===== src/rtl/shift_ctrl_pkg.sv =====
// Shared definitions for the shift-register load controller: FSM states,
// op codes and the counter width helper.
package shift_ctrl_pkg;

    typedef enum logic [1:0] {
        ST_IDLE  = 2'd0,
        ST_SHIFT = 2'd1,
        ST_DONE  = 2'd2
    } state_t;

    localparam logic OP_LOAD   = 1'b0;
    localparam logic OP_PRESET = 1'b1;

    // Bit-position counter width; at least one bit even for tiny widths.
    function automatic int cnt_width(input int width);
        return (width > 2) ? $clog2(width) : 1;
    endfunction

endpackage


===== src/rtl/shift_bit_counter.sv =====
// Bit-position counter for the load controller: synchronous clear-to-zero,
// count enable, and a terminal flag when the count reaches WIDTH-1.
module shift_bit_counter
    import shift_ctrl_pkg::*;
#(
    parameter int WIDTH = 6,
    localparam int CNT_W = cnt_width(WIDTH)
) (
    input  logic             clk_i,
    input  logic             rst_i,
    input  logic             clr_i,
    input  logic             en_i,
    output logic [CNT_W-1:0] cnt_o,
    output logic             term_o
);

    logic [CNT_W-1:0] cnt_q;
    logic [CNT_W-1:0] cnt_d;

    always_comb begin
        cnt_d = cnt_q;
        if (clr_i) begin
            cnt_d = '0;
        end else if (en_i) begin
            cnt_d = cnt_q + CNT_W'(1);
        end
    end

    always_ff @(posedge clk_i or posedge rst_i) begin
        if (rst_i) begin
            cnt_q <= '0;
        end else begin
            cnt_q <= cnt_d;
        end
    end

    assign cnt_o  = cnt_q;
    assign term_o = (cnt_q == CNT_W'(WIDTH - 1));

endmodule


===== src/rtl/shift_load_ctrl.sv =====
// Sequences a parallel word (or an all-ones preset) into a shift-left register,
// MSB first, then pulses done. Optional readback check: SHIFT_CTRL_VERIFY_EN.
module shift_load_ctrl
    import shift_ctrl_pkg::*;
#(
    parameter int WIDTH = 6
) (
    input  logic             clk,
    input  logic             clear,
    input  logic             start,
    input  logic             op,
    input  logic [WIDTH-1:0] data,
    input  logic [WIDTH-1:0] sr_q,
    output logic             sr_sin,
    output logic             sr_ld,
    output logic             busy,
    output logic             done
`ifdef SHIFT_CTRL_VERIFY_EN
    ,
    output logic             error
`endif
);

    localparam int CNT_W = cnt_width(WIDTH);
    // Mask selecting bit WIDTH-2; shifted right by cnt it picks the next bit to send.
    localparam logic [WIDTH-1:0] SEL_BASE = WIDTH'(1) << (WIDTH - 2);

    state_t           state_q, state_d;
    logic [WIDTH-1:0] expect_q, expect_d;
    logic             op_q, op_d;
    logic             sr_sin_q, sr_sin_d;
    logic             sr_ld_q, sr_ld_d;
    logic             cnt_clr, cnt_en, cnt_term;
    logic [CNT_W-1:0] cnt;
    logic             next_bit;

    shift_bit_counter #(
        .WIDTH (WIDTH)
    ) u_bit_counter (
        .clk_i  (clk),
        .rst_i  (clear),
        .clr_i  (cnt_clr),
        .en_i   (cnt_en),
        .cnt_o  (cnt),
        .term_o (cnt_term)
    );

    assign next_bit = |(expect_q & (SEL_BASE >> cnt));

    always_ff @(posedge clk or posedge clear) begin
        if (clear) begin
            state_q  <= ST_IDLE;
            expect_q <= '0;
            op_q     <= OP_LOAD;
            sr_sin_q <= 1'b0;
            sr_ld_q  <= 1'b0;
        end else begin
            state_q  <= state_d;
            expect_q <= expect_d;
            op_q     <= op_d;
            sr_sin_q <= sr_sin_d;
            sr_ld_q  <= sr_ld_d;
        end
    end

    always_comb begin
        state_d = state_q;
        case (state_q)
            ST_IDLE:  if (start) state_d = ST_SHIFT;
            ST_SHIFT: if (cnt_term) state_d = ST_DONE;
            ST_DONE:  state_d = ST_IDLE;
            default:  state_d = ST_IDLE;
        endcase
    end

    always_comb begin
        expect_d = expect_q;
        op_d     = op_q;
        sr_sin_d = 1'b0;
        sr_ld_d  = 1'b0;
        cnt_clr  = 1'b0;
        cnt_en   = 1'b0;
        case (state_q)
            ST_IDLE: begin
                if (start) begin
                    expect_d = (op == OP_PRESET) ? '1 : data;
                    op_d     = op;
                    cnt_clr  = 1'b1;
                    sr_sin_d = (op == OP_PRESET) ? 1'b0 : data[WIDTH-1];
                    sr_ld_d  = op;
                end
            end
            ST_SHIFT: begin
                // Last shift edge: stop the counter so it never wraps, idle the lines.
                if (!cnt_term) begin
                    cnt_en   = 1'b1;
                    sr_sin_d = (op_q == OP_PRESET) ? 1'b0 : next_bit;
                    sr_ld_d  = op_q;
                end
            end
            default: ;
        endcase
    end

    assign sr_sin = sr_sin_q;
    assign sr_ld  = sr_ld_q;
    assign busy   = (state_q != ST_IDLE);
    assign done   = (state_q == ST_DONE);

`ifdef SHIFT_CTRL_VERIFY_EN
    logic error_q, error_d;

    always_comb begin
        error_d = error_q;
        if (state_q == ST_IDLE && start) begin
            error_d = 1'b0;
        end else if (state_q == ST_DONE && sr_q != expect_q) begin
            error_d = 1'b1;
        end
    end

    always_ff @(posedge clk or posedge clear) begin
        if (clear) begin
            error_q <= 1'b0;
        end else begin
            error_q <= error_d;
        end
    end

    assign error = error_q;
`else
    logic sr_q_unused;
    assign sr_q_unused = ^sr_q;
`endif

endmodule


===== config.mk =====
export PLATFORM = sky130hd
export DESIGN_NAME = shift_load_ctrl
export DESIGN_NICKNAME = d
export VERILOG_FILES = /design/src/rtl/shift_ctrl_pkg.sv /design/src/rtl/shift_bit_counter.sv /design/src/rtl/shift_load_ctrl.sv
export SDC_FILE = /design/constraint.sdc
export NUM_CORES = 1
export LEC_CHECK = 0
export ABC_AREA = 1
export BUFFER_PORTS_ARGS = -buffer_cell sky130_fd_sc_hd__buf_2
export CAP_MARGIN = 20
export CORE_MARGIN = 3
export CORE_UTILIZATION = 52
export CTS_CLUSTER_DIAMETER = 120
export DETAILED_ROUTE_END_ITERATION = 12
export GPL_TIMING_DRIVEN = 0
export PLACE_DENSITY = 0.92
export SYNTH_ARGS = -nofsm -noshare
export SYNTH_HDL_FRONTEND = slang
export SYNTH_SLANG_ARGS = --single-unit

===== constraint.sdc =====
create_clock -name clk -period 1.65 [get_ports clk]
set_input_delay 0.33 -clock clk [delete_from_list [all_inputs] [get_ports clk]]
set_output_delay 0.33 -clock clk [all_outputs]
set_load 0.05 [all_outputs]

==> results.cfg <==
[logic_synthesis]
syn-cell-area_sq_um = 688
synth_fa_ha_area_frac = 0.0909
avgSynthCellArea_sq_um = 9.69
synthMuxAreaShare = 0
synth_xor_area_frac = 0
syn_nets = 92
ys_ff_latch = 13
synth.distinct_cells = 17
yosys.area_share.simple = 0.245
ys_seq_area_frac = 0.473
synth_warnings = 0
synth-compound-area-share = 0.113
synthCells = 71
synth_top_family_by_area = simple AND/OR/NAND/NOR gates

[power]
p_int_mw = 0.835
p_clk_frac = 0.130
switching_share = 0.456
power_switching_mw = 0.699
p_per_area_nw_per_um2 = 1930
peakVddDrop_v = 0.00102
comb_power_share = 0.507
p_seq_frac = 0.363
p_leak_nw = 0.425
power_mw = 1.53

[die]
io_pins = 20
start_util = 0.588
placementRows = 12
die_area_sq_um = 1800
core_area_sq_um = 1170
die_h_um = 42.4
die_w_um = 42.4

[route]
dr_total_vias = 503
vias_per_cell = 4.93
drcViolationCount = 0
finalWirelength_mm = 1.18
drt_pre_antenna_iters = 2
drt_iter0_drc = 5
ant_nets = 0
wl_per_cell_um = 11.6

[setup_path]
required_ns = 1.32
cpLargestDelayFamily = flip-flops
critPathBufInv = 2
rrSetupSlack_ns = 0.40
crit_path_cell_trace = nor2_4 > inv_1 > buf_2
cpMaxStageDelayCell = dfrtp_1
reg2regPathDepth = 7
critPathMaxFanout = 4
reg2reg_to = u_bit_counter.cnt_o[1]
worstSetupPathType = register to output port
max_stage_delay_ns = 0.45
crit_arrival_ns = 1.14
worst_setup_path_start_kind = register
end_kind = output port
r2r_start = u_bit_counter.cnt_o[1]

[outcome]
outcome = finished clean

[timing]
max_freq_mhz = 679
maxSlewHeadroom = 0.656
hold_slack_ns = 0.0696
worst_slew_pin_slew_ns = 0.515
setup_tns_ns = 0
min_period_ns = 1.47
setup_viol = 0
drv_slew = 0
final-hold-violation-count = 0
fin_crit_sh = 0.893
setup_ws_ns = 0.176
skew_ns = 0.00125
rsz0062_at_grt = no

[cts]
root_buffer = clkbuf_4
cts_made_buffers = 3
cts_tree = done
clk_pin_slew_worst_paths_ns = 0.08
htree_levels = 1
insertion_delay_ns = 0.27
cts-hold-fix-buffers = 0
post_cts_resized = 0
cts_buffer_depth = 2
cts_sinks = 13
cts_setup_buffers = 0

[placed_design]
placed_area_sq_um = 771
hpwl_um = 897
io_buffers = 13
gp_congestion = 0.844
pre_cts_ws_ns = 0.426

[cells_and_area]
fin_area_sq_um = 797
syn2layout_area_growth_pct = 15.8
drive_gt1_frac = 0.364
layout.nets = 110
num_antenna_cells = 0

[global_route]
overflow = 0
grt_start_max_net_pins = 14
grt_pass1_vias = 514
grt_pass1_wl_mm = 2.18
grt_use_total = 0.162
antenna_found_initial = 0

[run]
drv_cap = 0

[worst_hold_path]
hold_class = primary input to asynchronous set/reset pin
[power by group through the flow]
stage | clock network [mW] | logic, mW | registers (mW)
3_5_place_dp | 0 | 0.781 | 0.566
6_report | 0.199 | 0.778 | 0.558
2_1_floorplan | 0 | 0.554 | 0.632
5_1_grt | 0.218 | 0.886 | 0.576
3_3_place_gp | 0 | 0.757 | 0.555
4_1_cts | 0.204 | 0.786 | 0.559
[through the flow]
| step | util | std cells |
|---|---|---|
| finish | 0.681 | 102 |
| global route | 0.681 | 102 |
| CTS | 0.681 | 102 |
| detailed placement | 0.658 | 98 |
| global placement | 0.658 | 98 |
| floorplan | - | 71 |
[cells in the mapped netlist, drive strengths merged]
master	n	area (sq um)
nand2	17	78.8
inv	9	33.8
buf	1	20.0
o22ai	1	6.26
nand3	6	40.0
o21ai	6	45.0
nor2	8	40.0
dfrtp	13	325
ha	5	62.6
nor3	2	10.0
a21oi	3	26.3
[metal layers]
metal  global-route usage  vias to the layer above  routed length (um)  share of wire
met4               0.0932                        0                  35          0.030
met1                0.215                      222                 523           0.44
met2                0.246                       14                 550           0.47
met3               0.0258                        5                  72          0.061
met5                    0                        -                   0              0
li1                     -                      262                   -              -
[kinds of logic (layout without fill, tap and decap cells)]
kind of cell / count (synthesis) / count (layout)
simple gates: 33 / 33
flops: 13 / 13
fa+ha+maj: 5 / 5
compound gates: 10 / 10
buf+inv: 10 / 27
[worst reg2reg max path: stages, from the launching register on]
cell and delay, ns:
dfrtp_1 0.38, inv_1 0.08, ha_1 0.21, nand2_1 0.11, nand3_2 0.12, nand2_4 0.12
nand3_1 0.07, o21ai_1 0.09
[cells in the final DEF, fill, tap and decap left out, drive strengths merged]
cell type / Yosys / layout
nand2: 17 / 17
buf: 1 / 14
dfrtp: 13 / 13
inv: 9 / 9
nor2: 8 / 8
o21ai: 6 / 6
nand3: 6 / 6
ha: 5 / 5
clkbuf: 0 / 4
a21oi: 3 / 3
nor3: 2 / 2
o22ai: 1 / 1
[flip-flops by register name (all words and copies together) (netlist names)]
name,count
state_q,2
sr_sin,1
op_q,1
sr_ld,1
u_bit_counter.cnt_o,3
expect_q,5
[layout make-up]
class / instances / area (sq um)
plain buffers: 1 / 20.0
clock buffers: 4 / 26.3
fillers: 93 / 374
inverters: 9 / 33.8
multi-input cells: 48 / 309
flip-flops and latches: 13 / 325
well taps: 14 / 17.5
repair buffers: 13 / 65.1
[worst max-delay path by stage]
stage	start	end	slack [ns]	cells past startpoint
2_1_floorplan	state_q[1]	done	0.22	2
3_3_place_gp	u_bit_counter.cnt_o[1]	u_bit_counter.cnt_o[1]	0.45	7
3_5_place_dp	u_bit_counter.cnt_o[1]	u_bit_counter.cnt_o[1]	0.43	7
4_1_cts	state_q[0]	busy	0.17	3
5_1_grt	state_q[0]	busy	0.10	3
6_report	state_q[0]	busy	0.18	3
No activity file was read; power rests on OpenSTA's default activity.
